### config.mk
export PLATFORM = sky130hd
export DESIGN_NAME = mc_ctrl_flat
export DESIGN_NICKNAME = d
export VERILOG_FILES = /design/src/rtl/mips_defs.sv /design/src/rtl/mc_ctrl_if.sv /design/src/rtl/mc_ctrl_dec.sv /design/src/rtl/mc_ctrl.sv /design/src/flat_wrapper.sv
export SDC_FILE = /design/constraint.sdc
export NUM_CORES = 1
export LEC_CHECK = 0
export CAP_MARGIN = 20
export CORE_ASPECT_RATIO = 1.5
export CORE_UTILIZATION = 35
export DETAILED_ROUTE_END_ITERATION = 8
export PLACE_DENSITY = 0.66
export SLEW_MARGIN = 20
export SYNTH_ARGS = -nofsm -noshare
export SYNTH_HDL_FRONTEND = slang
export SYNTH_SLANG_ARGS = --single-unit
### constraint.sdc
create_clock -name clk -period 2.52 [get_ports clk]
set_input_delay 0.252 -clock clk [delete_from_list [all_inputs] [get_ports clk]]
set_output_delay 0.252 -clock clk [all_outputs]
set_load 0.1 [all_outputs]
### src/rtl/mips_defs.sv
// Shared encodings for the multi-cycle MIPS control path: opcode/funct fields,
// datapath select codes, FSM state encoding and the decoder's result bundle.
package mips_defs;

  localparam logic [5:0] OP_RTYPE = 6'b000000;
  localparam logic [5:0] OP_J     = 6'b000010;
  localparam logic [5:0] OP_JAL   = 6'b000011;
  localparam logic [5:0] OP_BEQ   = 6'b000100;
  localparam logic [5:0] OP_ORI   = 6'b001101;
  localparam logic [5:0] OP_LUI   = 6'b001111;
  localparam logic [5:0] OP_LW    = 6'b100011;
  localparam logic [5:0] OP_SW    = 6'b101011;

  localparam logic [5:0] FN_SLL   = 6'b000000;
  localparam logic [5:0] FN_SRL   = 6'b000010;
  localparam logic [5:0] FN_SRA   = 6'b000011;
  localparam logic [5:0] FN_JR    = 6'b001000;
  localparam logic [5:0] FN_ADDU  = 6'b100001;
  localparam logic [5:0] FN_SUBU  = 6'b100011;

  localparam logic [1:0] NPC_PC4  = 2'd0;
  localparam logic [1:0] NPC_BR   = 2'd1;
  localparam logic [1:0] NPC_JMP  = 2'd2;
  localparam logic [1:0] NPC_JR   = 2'd3;

  localparam logic [1:0] RD_RT    = 2'd0;
  localparam logic [1:0] RD_RD    = 2'd1;
  localparam logic [1:0] RD_RA    = 2'd2;

  localparam logic [1:0] M2R_ALU  = 2'd0;
  localparam logic [1:0] M2R_DM   = 2'd1;
  localparam logic [1:0] M2R_PC4  = 2'd2;

  localparam logic [2:0] ALU_ADD  = 3'd0;
  localparam logic [2:0] ALU_SUB  = 3'd1;
  localparam logic [2:0] ALU_OR   = 3'd2;
  localparam logic [2:0] ALU_LUI  = 3'd3;
  localparam logic [2:0] ALU_SLL  = 3'd4;
  localparam logic [2:0] ALU_SRL  = 3'd5;
  localparam logic [2:0] ALU_SRA  = 3'd6;

  localparam logic [1:0] EXT_ZERO = 2'd0;
  localparam logic [1:0] EXT_SIGN = 2'd1;

  typedef enum logic [3:0] {
    S_IDLE, S_FETCH, S_DECODE, S_EXE_R, S_WB_ALU, S_EXE_I,
    S_MEM_ADDR, S_MEM_RD, S_WB_MEM, S_MEM_WR, S_BRANCH, S_JUMP
  } state_e;

  typedef enum logic [3:0] {
    CLS_R, CLS_JR, CLS_ORI, CLS_LUI, CLS_LW, CLS_SW,
    CLS_BEQ, CLS_J, CLS_JAL, CLS_ILL
  } cls_e;

  typedef struct packed {
    cls_e       cls;
    logic [2:0] aluop;
    logic [1:0] extop;
  } dec_t;

endpackage

### src/rtl/mc_ctrl_if.sv
// Instruction/data memory req-ready handshake between the control FSM
// (master) and the memory system (slave).
interface mc_ctrl_if;
  logic imem_req;
  logic imem_ready;
  logic dmem_req;
  logic dmem_we;
  logic dmem_ready;

  modport master (output imem_req, dmem_req, dmem_we, input imem_ready, dmem_ready);
  modport slave  (input imem_req, dmem_req, dmem_we, output imem_ready, dmem_ready);
endinterface

### src/rtl/mc_ctrl_dec.sv
// Combinational instruction decoder: IR opcode/funct to instruction class
// plus the ALU operation and immediate-extension mode that class needs.
module mc_ctrl_dec
  import mips_defs::*;
(
  input  logic [31:0] instr_i,
  output dec_t        dec_o
);

  logic [5:0] opcode;
  logic [5:0] funct;
  logic       unused_fields;

  assign opcode        = instr_i[31:26];
  assign funct         = instr_i[5:0];
  assign unused_fields = ^instr_i[25:6];

  always_comb begin
    // NOTE: every field gets a default first so no decode path infers a latch.
    dec_o.cls   = CLS_ILL;
    dec_o.aluop = ALU_ADD;
    dec_o.extop = EXT_ZERO;
    case (opcode)
      OP_RTYPE: begin
        case (funct)
          FN_ADDU: begin dec_o.cls = CLS_R; dec_o.aluop = ALU_ADD; end
          FN_SUBU: begin dec_o.cls = CLS_R; dec_o.aluop = ALU_SUB; end
          FN_SLL:  begin dec_o.cls = CLS_R; dec_o.aluop = ALU_SLL; end
          FN_SRL:  begin dec_o.cls = CLS_R; dec_o.aluop = ALU_SRL; end
          FN_SRA:  begin dec_o.cls = CLS_R; dec_o.aluop = ALU_SRA; end
          FN_JR:   dec_o.cls = CLS_JR;
          default: dec_o.cls = CLS_ILL;
        endcase
      end
      OP_ORI: begin dec_o.cls = CLS_ORI; dec_o.aluop = ALU_OR; end
      OP_LUI: begin dec_o.cls = CLS_LUI; dec_o.aluop = ALU_LUI; end
      OP_LW:  begin dec_o.cls = CLS_LW;  dec_o.extop = EXT_SIGN; end
      OP_SW:  begin dec_o.cls = CLS_SW;  dec_o.extop = EXT_SIGN; end
      OP_BEQ: begin dec_o.cls = CLS_BEQ; dec_o.aluop = ALU_SUB; dec_o.extop = EXT_SIGN; end
      OP_J:   dec_o.cls = CLS_J;
      OP_JAL: dec_o.cls = CLS_JAL;
      default: dec_o.cls = CLS_ILL;
    endcase
  end

endmodule

### src/rtl/mc_ctrl.sv
// Multi-cycle main control FSM: sequences the shared datapath per instruction,
// runs the memory req/ready handshakes and counts retired instructions.
module mc_ctrl
  import mips_defs::*;
#(
  parameter int CNT_W = 32
) (
  input  logic             clk,
  input  logic             reset,
  input  logic [31:0]      instr,
  input  logic             hold,
  mc_ctrl_if.master        mem,
  output logic             irwrite,
  output logic             pcwrite,
  output logic             pcwrite_cond,
  output logic [1:0]       npcop,
  output logic             regwrite,
  output logic [1:0]       regdst,
  output logic [1:0]       memtoreg,
  output logic             alusrc,
  output logic [2:0]       aluop,
  output logic [1:0]       extop,
  output logic             illegal,
  output logic [CNT_W-1:0] retired
);

  state_e           state_q, state_d;
  logic             req_pend_q, req_pend_d;
  logic [CNT_W-1:0] retired_q;
  logic             retire;
  logic             imem_req_c, dmem_req_c, dmem_we_c;
  dec_t             dec;

  mc_ctrl_dec u_dec (
    .instr_i (instr),
    .dec_o   (dec)
  );

  assign mem.imem_req = imem_req_c;
  assign mem.dmem_req = dmem_req_c;
  assign mem.dmem_we  = dmem_we_c;
  assign retired      = retired_q;

  always_comb begin
    state_d      = state_q;
    retire       = 1'b0;
    imem_req_c   = 1'b0;
    dmem_req_c   = 1'b0;
    dmem_we_c    = 1'b0;
    irwrite      = 1'b0;
    pcwrite      = 1'b0;
    pcwrite_cond = 1'b0;
    npcop        = NPC_PC4;
    regwrite     = 1'b0;
    regdst       = RD_RT;
    memtoreg     = M2R_ALU;
    alusrc       = 1'b0;
    aluop        = ALU_ADD;
    extop        = EXT_ZERO;
    illegal      = 1'b0;

    case (state_q)
      S_IDLE: state_d = S_FETCH;

      S_FETCH: begin
        // Hold only blocks a fresh request; a raised request rides out to ready.
        imem_req_c = ~hold | req_pend_q;
        if (imem_req_c && mem.imem_ready) begin
          irwrite = 1'b1;
          pcwrite = 1'b1;
          state_d = S_DECODE;
        end
      end

      S_DECODE: begin
        case (dec.cls)
          CLS_R:                state_d = S_EXE_R;
          CLS_JR, CLS_J, CLS_JAL: state_d = S_JUMP;
          CLS_ORI, CLS_LUI:     state_d = S_EXE_I;
          CLS_LW, CLS_SW:       state_d = S_MEM_ADDR;
          CLS_BEQ:              state_d = S_BRANCH;
          default: begin
            illegal = 1'b1;
            state_d = S_FETCH;
          end
        endcase
      end

      S_EXE_R: begin
        aluop   = dec.aluop;
        state_d = S_WB_ALU;
      end

      S_EXE_I: begin
        alusrc  = 1'b1;
        aluop   = dec.aluop;
        extop   = dec.extop;
        state_d = S_WB_ALU;
      end

      S_WB_ALU: begin
        alusrc   = (dec.cls != CLS_R);
        aluop    = dec.aluop;
        extop    = dec.extop;
        regwrite = 1'b1;
        regdst   = (dec.cls == CLS_R) ? RD_RD : RD_RT;
        retire   = 1'b1;
        state_d  = S_FETCH;
      end

      S_MEM_ADDR: begin
        alusrc  = 1'b1;
        extop   = EXT_SIGN;
        state_d = (dec.cls == CLS_LW) ? S_MEM_RD : S_MEM_WR;
      end

      S_MEM_RD: begin
        dmem_req_c = 1'b1;
        if (mem.dmem_ready) state_d = S_WB_MEM;
      end

      S_WB_MEM: begin
        regwrite = 1'b1;
        memtoreg = M2R_DM;
        retire   = 1'b1;
        state_d  = S_FETCH;
      end

      S_MEM_WR: begin
        dmem_req_c = 1'b1;
        dmem_we_c  = 1'b1;
        if (mem.dmem_ready) begin
          retire  = 1'b1;
          state_d = S_FETCH;
        end
      end

      S_BRANCH: begin
        aluop        = ALU_SUB;
        pcwrite_cond = 1'b1;
        npcop        = NPC_BR;
        extop        = EXT_SIGN;
        retire       = 1'b1;
        state_d      = S_FETCH;
      end

      S_JUMP: begin
        pcwrite = 1'b1;
        retire  = 1'b1;
        state_d = S_FETCH;
        case (dec.cls)
          CLS_JR:  npcop = NPC_JR;
          CLS_JAL: begin
            npcop    = NPC_JMP;
            regwrite = 1'b1;
            regdst   = RD_RA;
            memtoreg = M2R_PC4;
          end
          default: npcop = NPC_JMP;
        endcase
      end

      default: state_d = S_IDLE;
    endcase

    req_pend_d = (state_q == S_FETCH) && imem_req_c && !mem.imem_ready;
  end

  // NOTE: non-blocking assignments keep all state updates simultaneous at the edge.
  always_ff @(posedge clk or negedge reset) begin
    if (!reset) begin
      state_q    <= S_IDLE;
      req_pend_q <= 1'b0;
      retired_q  <= '0;
    end else begin
      state_q    <= state_d;
      req_pend_q <= req_pend_d;
      if (retire) retired_q <= retired_q + 1'b1;
    end
  end

endmodule

### src/flat_wrapper.sv
// flat-port wrapper written by rule: the top's interface ports become plain ports
module mc_ctrl_flat import mips_defs::*;
#(
  parameter int CNT_W = 32
)
  (clk, reset, instr, hold, irwrite, pcwrite, pcwrite_cond, npcop, regwrite, regdst, memtoreg, alusrc, aluop, extop, illegal, retired, mem_imem_req, mem_dmem_req, mem_dmem_we, mem_imem_ready, mem_dmem_ready);
  mc_ctrl_if mem_i ();
  input  logic clk;
  input  logic reset;
  input  logic [31:0] instr;
  input  logic hold;
  output logic irwrite;
  output logic pcwrite;
  output logic pcwrite_cond;
  output logic [1:0] npcop;
  output logic regwrite;
  output logic [1:0] regdst;
  output logic [1:0] memtoreg;
  output logic alusrc;
  output logic [2:0] aluop;
  output logic [1:0] extop;
  output logic illegal;
  output logic [CNT_W-1:0] retired;
  output wire logic [$bits(mem_i.imem_req)-1:0] mem_imem_req;
  output wire logic [$bits(mem_i.dmem_req)-1:0] mem_dmem_req;
  output wire logic [$bits(mem_i.dmem_we)-1:0] mem_dmem_we;
  input wire logic [$bits(mem_i.imem_ready)-1:0] mem_imem_ready;
  input wire logic [$bits(mem_i.dmem_ready)-1:0] mem_dmem_ready;
  assign mem_imem_req = mem_i.imem_req;
  assign mem_dmem_req = mem_i.dmem_req;
  assign mem_dmem_we = mem_i.dmem_we;
  assign mem_i.imem_ready = mem_imem_ready;
  assign mem_i.dmem_ready = mem_dmem_ready;
  mc_ctrl #(.CNT_W(CNT_W)) u_core (.clk(clk), .reset(reset), .instr(instr), .hold(hold), .mem(mem_i), .irwrite(irwrite), .pcwrite(pcwrite), .pcwrite_cond(pcwrite_cond), .npcop(npcop), .regwrite(regwrite), .regdst(regdst), .memtoreg(memtoreg), .alusrc(alusrc), .aluop(aluop), .extop(extop), .illegal(illegal), .retired(retired));
endmodule
==> impl_metrics.toml <==
[worst_setup_path]
worstSetupPathType = "in2out"
reg2reg_setup_slack_ns = 0.57
crit_path_end_kind = "output port"
r2r-end = "u_core.retired[30]"
r2r_start = "u_core.state_q[1]"
worstPathRequired_ns = 2.27
critPathMaxFanout = 2
rr_worst_depth = 5
worstPathArrival_ns = 2.20
start_kind = "input port"

[floorplan]
pin_count = 89
die_h_um = 103
rows = 36
initial_core_util_pct = 36.6
dieArea_um2 = 7170
die_w_um = 69.5
coreArea_um2 = 6530

[cells_and_area]
multi_input_area_um2 = 1480
post-route-util_pct = 54.8
drive_gt1_share_pct = 30.2
antenna-diode-count = 0
nNetsFinal = 405
register_area_um2 = 927
synthToLayoutAreaGrowth_pct = 49.8
finalInstanceArea_um2 = 3580
fill_cells = 583

[sta]
finalSetupViolations = 0
tns_ns = 0
hold_violations = 0
post-route-period-util_pct = 97.5
slew_violations = 0
setup_ws_ns = 0.0637
max_freq_mhz = 407
grt_setup_unrepaired = "no"
relSlewSlack_pct = 47.2
period_needed_ns = 2.46
fin_worst_skew_ns = 0.00409
tightestPinTransition_ns = 0.792

[drt]
drc_errors = 0
viasPerCell = 5.43
wl_met2_um = 3460
num_vias = 2407
met1Wirelength_um = 2530
postRouteAntennaNets = 0
top_layer = "met4"
wl_um = 6450
drtIter0Drc = 126
wl_met3_um = 294
drtPass1Iterations = 4
routedWlPerCell_um = 14.6

[cts]
insertion_delay_ns = 0.28
clockBufferDepth = 2
cts.sinks = 37
cts_buffers = 5
clk_pin_slew_worst_paths_ns = 0.06
root_buffer = "clkbuf_8"
cts_max_level = 2
cts_tree = "done"
cts_hold_buffers = 0

[logic_synthesis]
syn_area_um2 = 2390
synth.yosys.seq_area_share_pct = 38.8
synth_nets = 314
syn_area_per_cell_um2 = 8.65
async_flop_share_pct = 100
synthTopCellsByArea = "dfrtp_1, xnor2_1, xor2_1"
ys_ff_latch = 37
synth_top_cell_area_share_pct = 38.8
synthCells = 276
synth-warning-count = 0
synth_top_cell_by_area = "dfrtp_1"
synth_edf_count = 0
synth.distinct_cells = 49
ys.flop_type = "dfrtp_1"

[grt]
grt_pass1_vias = 2312
antenna_found_initial = 0
grt_pass1_wl_um = 10800
gr-total-overflow = 0
track_usage_pct = 18.9
grt_max_degree = 38

[power_and_ir_drop]
power.static_leakage_uw = 0.00161
ir_drop_uv = 415
p_per_area_nw_per_um2 = 715

[placed_design]
place_worst_setup_slack_ns = -0.170
place.port_buffers = 67
hpwlAfterDp_um = 4990
place_area_um2 = 3460
place.gp.congestion = 0.924

[min_path]
min_path_type = "in2async"

[run]
max-cap-violations = 0

[outcome]
outcome = "complete, no violations"
==> cells in the mapped netlist, drive strengths merged (3+ instances only) <==
library cell and count:
dfrtp 37, nor2 26, nand2 21, nor3 19
xnor2 19, nand3 14, xor2 13, nand2b 11
o21ai 11, clkbuf 10, nand4 9, and2 7
a21oi 6, and3 6, inv 6, nor2b 6
a211oi 4, and4 3, nor3b 3, or2 3
or3 3, or4 3
==> flip-flops by register name (all words and copies together) (netlist names) <==
| name | cells |
|---|---|
| u_core.retired | 32 |
| u_core.state_q | 4 |
| u_core.req_pend_q | 1 |
==> what timing repair did <==
action                     CTS  global route
setup endpoints to repair    5             5
buffers inserted             1             0
pin swaps                    6             2
resized for setup           13             3
==> per-stage QoR <==
step                      instances  hold slack, ns  total power, uW
after floorplan                 276         -0.0436             1700
after global placement          435           0.380             2140
after detailed placement        435           0.382             2160
after CTS                       443          0.0722             2580
after global routing            443           0.120             2700
final                           443          0.0487             2560
==> how the worst max path moves through the flow <==
stage                     cells after the start               from       end
final                                         6          instr[29]    alusrc
after floorplan                               5  u_core.state_q[2]  regwrite
after detailed placement                      8          instr[27]  aluop[1]
after CTS                                     6          instr[29]    alusrc
after global placement                        6          instr[27]    alusrc
after global routing                          9          instr[29]  aluop[0]
==> logic make-up after synthesis <==
group	after synthesis	share of synthesized area (%)
compound gates	47	13.8
xor+xnor	32	11.7
fa+ha+maj	1	0.524
buf+inv	17	2.83
flops	37	38.8
mux	2	0.943
other cells	1	0.157
simple gates	139	31.2
==> worst max-delay path: stages <==
cell	delay, ns
clkdlybuf4s15_1	0.17
or3_4	0.36
or4_4	0.53
or4_4	0.52
and3_4	0.20
buf_12	0.16
==> layout by cell type, fill, tap and decap left out, drive strengths merged, types with 2 or more instances in the layout <==
master	count
and3	6
a21o	2
mux2	2
dfrtp	37
xor2	13
nor4	2
a211oi	4
nand3	14
a2111oi	2
xnor2	19
o22ai	2
clkdlybuf4s15	2
a211o	2
nand4	9
a221oi	2
a22o	2
nand2b	11
a21oi	6
nor2b	6
or2	3
a41oi	2
inv	6
nor2	26
o2111ai	2
or3	3
and2	7
o21ai	11
clkdlybuf4s50	12
nor3	19
buf	81
a31oi	2
or4	3
clkbuf	7
nor3b	3
and4	3
nand2	21
==> report_power, final <==
part	total (uW)	internal [uW]	switching, uW
sequential	786	653	134
clock	405	217	188
combinational	1370	474	893
total	2560	1340	1210
==> metal layers <==
layer / track usage [%] / up-vias
met5: 0 / -
met4: 8.79 / 0
met3: 3.10 / 16
met2: 35.5 / 81
met1: 20.8 / 1133
li1: - / 1177
==> layout make-up <==
type	count	area share, %
multi-input combinational	222	41.2
timing repair buffer	95	27.2
sequential	37	25.9
tap	76	2.66
clock buffer	7	2.41
inverter	6	0.629
Note: power is estimated with default switching activity, not from simulation.
==> patch 1, RTL diff (same settings) <==
`CNT_W` is set to 32 in 2 places; all go to 64.
--- a/src/rtl/mc_ctrl.sv
+++ b/src/rtl/mc_ctrl.sv
@@ -5,3 +5,3 @@
 #(
-  parameter int CNT_W = 32
+  parameter int CNT_W = 64
 ) (
--- a/src/flat_wrapper.sv
+++ b/src/flat_wrapper.sv
@@ -3,3 +3,3 @@
 #(
-  parameter int CNT_W = 32
+  parameter int CNT_W = 64
 )
Ports: changed (resized retired); port bits go from 89 to 121. The function was not compared with the original's and may differ.
==> patch 1 against the unedited design <==
  * Worst setup slack gained 0.0067 ns
  * Sequential cell count rose by 32
  * Final area rose by 64%
  * Area after synthesis rose by 69%
  * Total power grew 67%
  * Largest cell class unchanged
  * Clock skew rose by 0.00077 ns
  * Routed wire length up 67%
  * Critical path type unchanged
  * Cell count grew 58%
  * Largest power group unchanged
  * Utilization decreased by 1.9 points
==> patch 1: results <==
[outcome]
status = "finished, final reports clean"

[finish]
buf_share_pct = 22.2
multi_input_gates = 318
nClkBuffers = 13
seq_share_pct = 29.5
nNetsFinal = 585
inverters = 12
largest_reg_flops = 64
buffers = 137
fillCellCount = 983
drive_above_1_share_pct = 34.2
stdcell_area_um2 = 5880

[route]
wl_mm = 10.7
num_vias = 3605
drt_iter0_drc = 79

[synthesis]
synthTopCellsByArea = "dfrtp_1, xor2_1, xnor2_1"
synth_seq_cells = 69
ys_types = 55
synth_common_cells = "dfrtp_1, xor2_1, nand2_1"
seq_area_frac_synth_pct = 42.8
syn_nets = 458

[clock_tree]
numCtsBuffers = 9
clkLatencyLatePin_ns = 0.33
clockRootBuffer = "clkbuf_16"
htree_levels = 3

[place]
pre_cts_slack_ns = -0.242
place_congestion = 0.818
port_buffers = 99
place_hpwl_mm = 7.99

[sta]
finClkSkew_ns = 0.00486
holdWs_ns = 0.123
tightest_slew_ns = 0.880

[worst_setup_path]
r2r_end = "u_core.retired[25]"
r2r_slack_ns = 0.26
r2r-start = "u_core.retired[10]"

[pwr]
leakagePower_nw = 2.76
ir_drop_mv = 0.418

[grt]
grt_pass1_wl_mm = 18.0
grt_use_total_pct = 19.3
grt_max_degree = 70
patch 1: how the worst max path moves through the flow:
stage,startpoint,to,slack (ns)
6_report,instr[2],alusrc,0.07
5_1_grt,instr[2],alusrc,0.03
4_1_cts,instr[27],alusrc,0.02
3_5_place_dp,instr[2],alusrc,-0.24
3_3_place_gp,instr[2],alusrc,-0.23
2_1_floorplan,u_core.state_q[1],pcwrite,-0.53
patch 1: layer usage:
layer	global-route usage (%)	part of all wire, %	up-vias
li1	-	-	1747
met1	21.7	39	1737
met2	33.4	53	98
met3	4.28	4.6	23
met4	9.26	3.1	0
met5	0	0	-
patch 1: per-stage QoR:
step	cells	power, W	util (%)
floorplan	420	0.00246	-
global placement	682	0.00295	49.6
detailed placement	682	0.00297	49.6
CTS	699	0.00430	52.6
global route	699	0.00445	52.9
finish	699	0.00426	52.9
patch 1: critical path, cell delays in order:
cell and delay, ns:
clkdlybuf4s50_1 0.42, or3_4 0.36, a211oi_4 0.21, o221ai_2 0.14
or4_4 0.45, and3_4 0.20, buf_12 0.16
patch 1: cell families after synthesis:
| logic type | share of synthesized area, % |
|---|---|
| compound gates | 5.83 |
| xor+xnor | 13.9 |
| fa+ha+maj | 0.310 |
| buf+inv | 3.63 |
| flops | 42.8 |
| mux | 0.527 |
| other cells | 0.0929 |
| simple gates | 33.0 |
patch 1: timing repair:
action,4_1_cts,5_1_grt
setup endpoints to repair,2,5
buffers inserted,1,0
pin swaps,4,1
gates resized for setup,9,7
patch 1: power breakdown:
group | internal, W | switching (W)
sequential | 0.00118 | 0.0000965
clock | 0.000845 | 0.000453
combinational | 0.000553 | 0.00113
==> patch 2, RTL diff (config.mk and constraints unchanged) <==
Without the edit above. The 12 states of `state_e` get a Gray code encoding in 4 bits.
--- a/src/rtl/mips_defs.sv
+++ b/src/rtl/mips_defs.sv
@@ -45,4 +45,4 @@
   typedef enum logic [3:0] {
-    S_IDLE, S_FETCH, S_DECODE, S_EXE_R, S_WB_ALU, S_EXE_I,
-    S_MEM_ADDR, S_MEM_RD, S_WB_MEM, S_MEM_WR, S_BRANCH, S_JUMP
+    S_IDLE = 4'b0000, S_FETCH = 4'b0001, S_DECODE = 4'b0011, S_EXE_R = 4'b0010, S_WB_ALU = 4'b0110, S_EXE_I = 4'b0111,
+    S_MEM_ADDR = 4'b0101, S_MEM_RD = 4'b0100, S_WB_MEM = 4'b1100, S_MEM_WR = 4'b1101, S_BRANCH = 4'b1111, S_JUMP = 4'b1110
   } state_e;
Behaviour: no difference found for any inputs over 10 cycles, from zero or initial values and one cycle with reset low; not proved beyond that.
==> patch 2 against the unedited design <==
  * Critical path type unchanged
  * Final area down 2.7%
  * Routed wire length fell by 11%
  * Sequential cell count is the same
  * Worst setup slack improved by 0.040 ns
  * Total power up 4.8%
  * Die area down 1.9%
  * Area after synthesis decreased by 2.0%
  * Critical path depth is the same
==> patch 2: results <==
[grt]
grt_use_total_pct = 17.7
grt_pass1_wl_mm = 9.47
first_global_vias = 2053

[pwr]
ir_drop_mv = 0.596
internal-power_w = 0.00138
power.density_nw_per_um2 = 771
leakagePower_nw = 1.51

[finish]
fillCellCount = 614
nNetsFinal = 370
drive_above_1_share_pct = 33.6

[place]
place_congestion = 0.869
place_hpwl_mm = 4.43
placedInstanceArea_um2 = 3390
place_inst = 401

[route]
num_vias = 2190
wl_per_cell_um = 14.1
drt_iter0_drc = 105
vias_per_cell = 5.35

[worst_setup_path]
crit_end = "extop[0]"
startpoint = "instr[27]"
cp.arrival_ns = 2.16
r2r_end = "u_core.retired[1]"
r2r_slack_ns = 0.47
crit_path_max_fanout = 3

[synthesis]
ys_types = 53
synth.avg_cell_area_um2 = 9.33
synthTopCellsByArea = "dfrtp_1, xnor2_1, nand3_1"
synth_common_cells = "dfrtp_1, xnor2_1, nand3_1"

[clock_tree]
cts-resized-gates = 0
cts_setup_buffers = 0

[outcome]
status = "finished, final reports clean"

[sta]
finClkSkew_ns = 0.00284
holdWs_ns = 0.0469
-- patch 2: cell families after synthesis --
logic type / after synthesis / share of synthesized area (%)
and+or+nand+nor: 119 / 29.9
AOI/OAI and AO/OA: 37 / 11.3
DFF: 37 / 39.6
xor gates and xnor gates: 33 / 12.3
buffers and inverters: 21 / 5.18
muxes: 2 / 0.962
adders and majority gates: 1 / 0.534
other: 1 / 0.160
-- patch 2: worst min path at each step --
| stage | startpoint | to | depth (start not counted) |
|---|---|---|---|
| floorplan | reset | u_core.req_pend_q | 0 |
| global placement | reset | u_core.retired[22] | 1 |
| detailed placement | reset | u_core.retired[22] | 1 |
| CTS | reset | u_core.retired[18] | 1 |
| global route | reset | u_core.retired[22] | 1 |
| finish | reset | u_core.retired[22] | 1 |
-- patch 2: area by class of cell --
| class | instances | area share, % |
|---|---|---|
| timing repair buffer | 88 | 26.8 |
| multi-input combinational | 193 | 40.4 |
| inverter | 7 | 0.755 |
| sequential | 37 | 26.7 |
| tap | 76 | 2.73 |
| clock buffer | 8 | 2.59 |
-- patch 2: critical path, stage by stage --
cell and delay (ns):
clkdlybuf4s50_1 0.45, or3_1 0.40, or2_2 0.31, a211o_1 0.30, a31oi_2 0.24, buf_12 0.21
-- patch 2: metal layers --
layer / part of all wire, % / vias up / global-route usage (%)
met2: 54 / 65 / 31.8
met3: 4.6 / 7 / 2.34
met5: 0 / - / 0
met1: 39 / 1054 / 20.5
li1: - / 1064 / -
met4: 1.7 / 0 / 7.38
-- patch 2: per-stage QoR --
step           worst slack [ns]  total power, W
5_1_grt                -0.00104         0.00282
3_5_place_dp             0.0816         0.00228
3_3_place_gp              0.109         0.00227
4_1_cts                  0.0672         0.00271
6_report                  0.104         0.00268
2_1_floorplan            -0.416         0.00188
-- patch 2: power groups by stage --
| stage | clock (W) | combinational, W | sequential (W) |
|---|---|---|---|
| final | 0.000417 | 0.00150 | 0.000769 |
| after global routing | 0.000458 | 0.00159 | 0.000780 |
| after CTS | 0.000430 | 0.00151 | 0.000769 |
| after detailed placement | 0 | 0.00150 | 0.000779 |
| after global placement | 0 | 0.00149 | 0.000778 |
| after floorplan | 0 | 0.00100 | 0.000876 |
